## src/rtl/program_loader.sv

```systemverilog
// Boot-time program loader: handshakes with the host over UART, receives a
// byte-counted program image and writes it into program memory as 32-bit words.
module program_loader #(
    parameter int unsigned ADDR_WIDTH = 14
) (
    input  logic                  clk,
    input  logic                  reset,
    input  logic [7:0]            rx_data,
    input  logic                  rx_valid,
    input  logic                  tx_ready,
    output logic [7:0]            tx_data,
    output logic                  tx_valid,
    output logic [ADDR_WIDTH-1:0] prog_mem_addr,
    output logic [31:0]           prog_mem_wdata,
    output logic                  prog_mem_wren,
    output logic                  program_data_size_fetch_finished,
    output logic                  program_data_fetch_finished
);

    localparam logic [7:0] BOOT_BYTE = 8'h99;
    localparam logic [7:0] DONE_BYTE = 8'hAA;

    typedef enum logic [2:0] {
        S_SEND_99,
        S_RECV_SIZE,
        S_RECV_DATA,
        S_SEND_AA,
        S_DONE
    } state_t;

    state_t                r_state;
    logic [7:0]            r_tx_data;
    logic                  r_tx_valid;
    logic [ADDR_WIDTH-1:0] r_addr;
    logic [31:0]           r_wdata;
    logic                  r_wren;
    logic                  r_size_done;
    logic                  r_fetch_done;
    logic [31:0]           r_byte_cnt;
    logic [31:0]           r_size;
    logic [31:0]           r_word;
    logic [31:0]           r_word_idx;

    logic [31:0]           w_size_next;
    logic [31:0]           w_cnt_inc;
    logic [31:0]           w_word_merged;
    logic                  w_word_full;
    logic                  w_last;
    logic                  w_addr_ok;

    assign tx_data                          = r_tx_data;
    assign tx_valid                         = r_tx_valid;
    assign prog_mem_addr                    = r_addr;
    assign prog_mem_wdata                   = r_wdata;
    assign prog_mem_wren                    = r_wren;
    assign program_data_size_fetch_finished = r_size_done;
    assign program_data_fetch_finished      = r_fetch_done;

    // Size arrives little-endian: shift each new byte in from the top.
    assign w_size_next = {rx_data, r_size[31:8]};
    assign w_cnt_inc   = r_byte_cnt + 32'd1;
    assign w_word_full = (r_byte_cnt[1:0] == 2'd3);
    assign w_last      = (w_cnt_inc == r_size);
    // Words past the end of memory are consumed but never written.
    assign w_addr_ok   = ((r_word_idx >> ADDR_WIDTH) == 32'd0);

    // Byte lane placement keeps a partial final word zero-padded at the top.
    always_comb begin
        w_word_merged = r_word;
        case (r_byte_cnt[1:0])
            2'd0:    w_word_merged[7:0]   = rx_data;
            2'd1:    w_word_merged[15:8]  = rx_data;
            2'd2:    w_word_merged[23:16] = rx_data;
            default: w_word_merged[31:24] = rx_data;
        endcase
    end

    always_ff @(posedge clk) begin
        if (reset) begin
            r_state      <= S_SEND_99;
            r_tx_data    <= 8'h00;
            r_tx_valid   <= 1'b0;
            r_addr       <= '0;
            r_wdata      <= 32'd0;
            r_wren       <= 1'b0;
            r_size_done  <= 1'b0;
            r_fetch_done <= 1'b0;
            r_byte_cnt   <= 32'd0;
            r_size       <= 32'd0;
            r_word       <= 32'd0;
            r_word_idx   <= 32'd0;
        end else begin
            r_wren <= 1'b0;
            case (r_state)
                S_SEND_99: begin
                    if (!r_tx_valid) begin
                        r_tx_valid <= 1'b1;
                        r_tx_data  <= BOOT_BYTE;
                    end else if (tx_ready) begin
                        r_tx_valid <= 1'b0;
                        r_state    <= S_RECV_SIZE;
                    end
                end

                S_RECV_SIZE: begin
                    if (rx_valid) begin
                        r_size <= w_size_next;
                        if (r_byte_cnt[1:0] == 2'd3) begin
                            r_byte_cnt  <= 32'd0;
                            r_size_done <= 1'b1;
                            if (w_size_next == 32'd0) begin
                                r_state    <= S_SEND_AA;
                                r_tx_valid <= 1'b1;
                                r_tx_data  <= DONE_BYTE;
                            end else begin
                                r_state <= S_RECV_DATA;
                            end
                        end else begin
                            r_byte_cnt <= w_cnt_inc;
                        end
                    end
                end

                S_RECV_DATA: begin
                    if (rx_valid) begin
                        r_byte_cnt <= w_cnt_inc;
                        if (w_word_full || w_last) begin
                            r_wren <= w_addr_ok;
                            if (w_addr_ok) begin
                                r_addr  <= r_word_idx[ADDR_WIDTH-1:0];
                                r_wdata <= w_word_merged;
                            end
                            r_word     <= 32'd0;
                            r_word_idx <= r_word_idx + 32'd1;
                        end else begin
                            r_word <= w_word_merged;
                        end
                        // tx_valid is raised one cycle later, clear of the final write.
                        if (w_last) begin
                            r_state <= S_SEND_AA;
                        end
                    end
                end

                S_SEND_AA: begin
                    if (!r_tx_valid) begin
                        r_tx_valid <= 1'b1;
                        r_tx_data  <= DONE_BYTE;
                    end else if (tx_ready) begin
                        r_tx_valid   <= 1'b0;
                        r_fetch_done <= 1'b1;
                        r_state      <= S_DONE;
                    end
                end

                S_DONE: begin
                end

                default: r_state <= S_SEND_99;
            endcase
        end
    end

endmodule

```

## config.mk

```make
export PLATFORM = sky130hd
export DESIGN_NAME = program_loader
export DESIGN_NICKNAME = d
export VERILOG_FILES = /design/src/rtl/program_loader.sv
export SDC_FILE = /design/constraint.sdc
export NUM_CORES = 1
export LEC_CHECK = 0
export ABC_AREA = 1
export CAP_MARGIN = 20
export CORE_MARGIN = 2
export CORE_UTILIZATION = 54
export DETAILED_ROUTE_END_ITERATION = 6
export HOLD_SLACK_MARGIN = 0.06
export PLACE_DENSITY = 0.86
export SYNTH_ARGS = -nofsm -noshare
export SYNTH_HDL_FRONTEND = slang
export SYNTH_SLANG_ARGS = --single-unit
```

## constraint.sdc

```tcl
create_clock -name clk -period 2.95 [get_ports clk]
set_clock_uncertainty 0.05 [all_clocks]
set_input_delay 0.59 -clock clk [delete_from_list [all_inputs] [get_ports clk]]
set_output_delay 0.59 -clock clk [all_outputs]
set_load 0.1 [all_outputs]
```

==> impl_results.md <==
* Outcome: complete, no violations
* Finished Cell Area at 11800 um^2
* Row cnt at 50
* Placed cell areas at 11100 um^2
* Worst endpoint required time at 3.25 ns
* Top post-synthesis cells by area: dfxtp_1, nand2_1, inv_1
* Crit path DAT at 3.14 ns
* First-pass GRT wire length at 45.7 mm
* Die Area at 20000 um^2
* Iteration-0 DRC Markers at 1063
* Leakage at 4.76 nW
* TritonCTS clock tree: done
* H-tree level count at 4
* Hold crit path type: flip-flop to flip-flop
* Hold path depth at 2
* P&R area growth vs syn at 15.8%
* Worst R2R End: prog_mem_wdata[21]$_SDFFE_PP0P_
* Final setup fails at 0
* Final period util at 0.964
* Synth Area per Inst at 6.22 um^2
* Clk buf depth at 2
* TritonCTS Buffers at 17
* Uppermost layer routed: met4
* Synthesized netlist cell count at 1644
* Largest net degree at the start of global routing at 93
* Antenna-violating nets left at 0
* Clock root buffer: clkbuf_16
* Max Cap Viol at 0
* CTS Sinks at 184
* Final cell count without fillers at 1939
* Min-Delay Startpoint: program_data_fetch_finished$_SDFFE_PP0P_
* Final HPWL DP at 18.8 mm
* Global route total overflow at 0
* Ys flop type: dfxtp_1
* CP Class: flip-flop to flip-flop
* Layout cells sized above 1 at 0.101
* Total negative slack at 0 ns
* Wire length on met2 at 13.4 mm
* Die Width at 142 um
* Post-synth EDFFs at 0
* Via density at 5.50
* Area share of the largest cell type after synthesis at 0.360
* Dpl cells at 1902
* Met3 wire len at 1.98 mm
* Worst Hold Path EP: program_data_fetch_finished$_SDFFE_PP0P_
* Worst-skew pair later-pin latency at 0.45 ns
* Fin crit period at 2.84 ns
* Io pins at 70
* Sequential share of the synthesized area at 0.360
* Worst reg-to-reg path cell count at 17
* Synth area leader: dfxtp_1
* Via Count at 10700
* Yosys warnings at 0
* Slew @ Worst Pin at 0.615 ns
* Critical R2R Launch: r_byte_cnt[0]$_SDFFE_PP0P_
* PortBufs at 67
* DR WL/cell at 14.5 um
* Ys async rst share at 0
* Fin util at 0.635
* Rel. slew slack at 0.590
* Final wirelength at 28.0 mm
* Fin. max-slew vios at 0
* Nets at 1711
* Power density cells at 612 nW/um^2
* Number of global-route vias before repair at 9625
* CP max FO at 14
* Core outline area at 18600 um^2
* Ant diodes at 0
* Distinct cells, synth at 37
* Post-route DRC at 0
* Mapped Area at 10200 um^2
* Pwr Total at 0.00725 W
* Initial antenna violation count at 0
* Total GRT Usage at 0.279
* Crit. End Element: flip-flop
* Fmax at 352 MHz
* Drt pass-1 iters at 5
* R2r setup slk at 0.11 ns
* Routability-driven placement congestion ratio at 0.976
* Die Height at 142 um
* Initial Utilization at 0.548
* WL met1 at 11.8 mm
* Final hold viol count at 0
* Hold Buf Count CTS at 0
* Peak supply drop at 0.461 mV
* Clock slew at reported path FFs at 0.08 ns
* Synth Register Bits at 184
* CP startpoint kind: flip-flop
-- cell type report --
cell class              count  area (um^2)
well taps                 234          293
clock inverters            15          204
flip-flops and latches    184         3690
inverters                 221          830
clock buffers              17          425
fillers                  1633         6800
multi-input cells        1161         5450
repair buffers            107          942
-- cells in the mapped netlist, drive strengths merged, types with 3 or more instances --
cell type and number:
nand2 480, nor2 197, nor4 11, clkbuf 52
o21ai 72, nand4 69, a21oi 130, nand3 116
nor3 28, xor2 21, buf 27, inv 219
xnor2 6, dfxtp 184, nand3b 9, ha 7
a211oi 3
-- flip-flops by register name, indices dropped and copies added, names as in the netlist, 3 cells and up --
name,count
prog_mem_addr,14
prog_mem_wdata,32
r_byte_cnt,32
r_size,32
r_state,3
r_word,32
r_word_idx,32
tx_data,3
-- where the power goes --
part	switching, W	internal (W)
Clock	0.00114	0.00130
Sequential	0.000143	0.00264
Combinational	0.00148	0.000551
Total	0.00276	0.00449
-- through the flow --
stage	hold slack, ns	setup WS [ns]
floorplan	0.392	0.289
global route	0.427	-0.00678
CTS	0.412	0.00180
detailed placement	0.401	-0.116
global placement	0.391	0.0165
finish	0.406	0.106
-- logic make-up (layout without fill, tap and decap cells) --
logic type                 count (synthesis)  count (layout)  share of synthesized area
DFF                                      184             184                      0.360
other                                      1               2                   0.000367
xor gates and xnor gates                  28              28                     0.0255
AOI/OAI and AO/OA                        210             210                      0.105
adders and majority gates                  7               7                    0.00857
buffers and inverters                    300             360                      0.116
and+or+nand+nor                          914             914                      0.385
-- critical path: stages, from the launching register on --
cell     delay (ns)
dfxtp_1        0.34
ha_1           0.20
buf_4          0.15
nand3_1        0.16
buf_4          0.20
xnor2_1        0.13
nand2_1        0.07
nand2_1        0.05
nor2_1         0.12
nand3_1        0.11
nor3_2         0.23
buf_4          0.15
nand3_2        0.10
nand2_4        0.18
buf_6          0.19
nand4_1        0.17
nand2_1        0.11
nor2_1         0.05
-- worst max-delay path by stage --
stage,startpoint,to
detailed placement,r_byte_cnt[0]$_SDFFE_PP0P_,r_word_idx[1]$_SDFFE_PP0P_
finish,r_byte_cnt[0]$_SDFFE_PP0P_,prog_mem_wdata[21]$_SDFFE_PP0P_
global placement,r_byte_cnt[0]$_SDFFE_PP0P_,prog_mem_wdata[21]$_SDFFE_PP0P_
CTS,r_byte_cnt[1]$_SDFFE_PP0P_,prog_mem_wdata[21]$_SDFFE_PP0P_
floorplan,r_byte_cnt[0]$_SDFFE_PP0P_,prog_mem_wdata[27]$_SDFFE_PP0P_
global route,r_byte_cnt[1]$_SDFFE_PP0P_,prog_mem_addr[1]$_SDFFE_PP0P_
-- cell usage in the layout, fill, tap and decap left out, drive strengths merged, types with 2 or more instances in the layout --
cell | Yosys | routed
a211oi | 3 | 3
a21oi | 130 | 130
and3 | 2 | 2
buf | 27 | 97
bufinv | 0 | 2
clkbuf | 52 | 17
clkdlybuf4s50 | 0 | 10
clkinv | 2 | 7
conb | 1 | 2
dfxtp | 184 | 184
ha | 7 | 7
inv | 219 | 227
nand2 | 480 | 480
nand3 | 116 | 116
nand3b | 9 | 9
nand4 | 69 | 69
nor2 | 197 | 197
nor3 | 28 | 28
nor4 | 11 | 11
o21ai | 72 | 72
o21bai | 2 | 2
xnor2 | 6 | 6
xor2 | 21 | 21
-- routing by layer --
| metal | GRT usage | up-vias |
|---|---|---|
| met5 | 0 | - |
| met4 | 0.128 | 0 |
| met3 | 0.0449 | 79 |
| met2 | 0.468 | 433 |
| met1 | 0.354 | 4827 |
| li1 | - | 5328 |
-- timing repair --
item                                    CTS  global route
pin swaps                                 0             4
buffers inserted                          0             5
endpoints found under the setup margin  108           113
resized for setup                         3            25
Power figures use the tool's default switching activity.
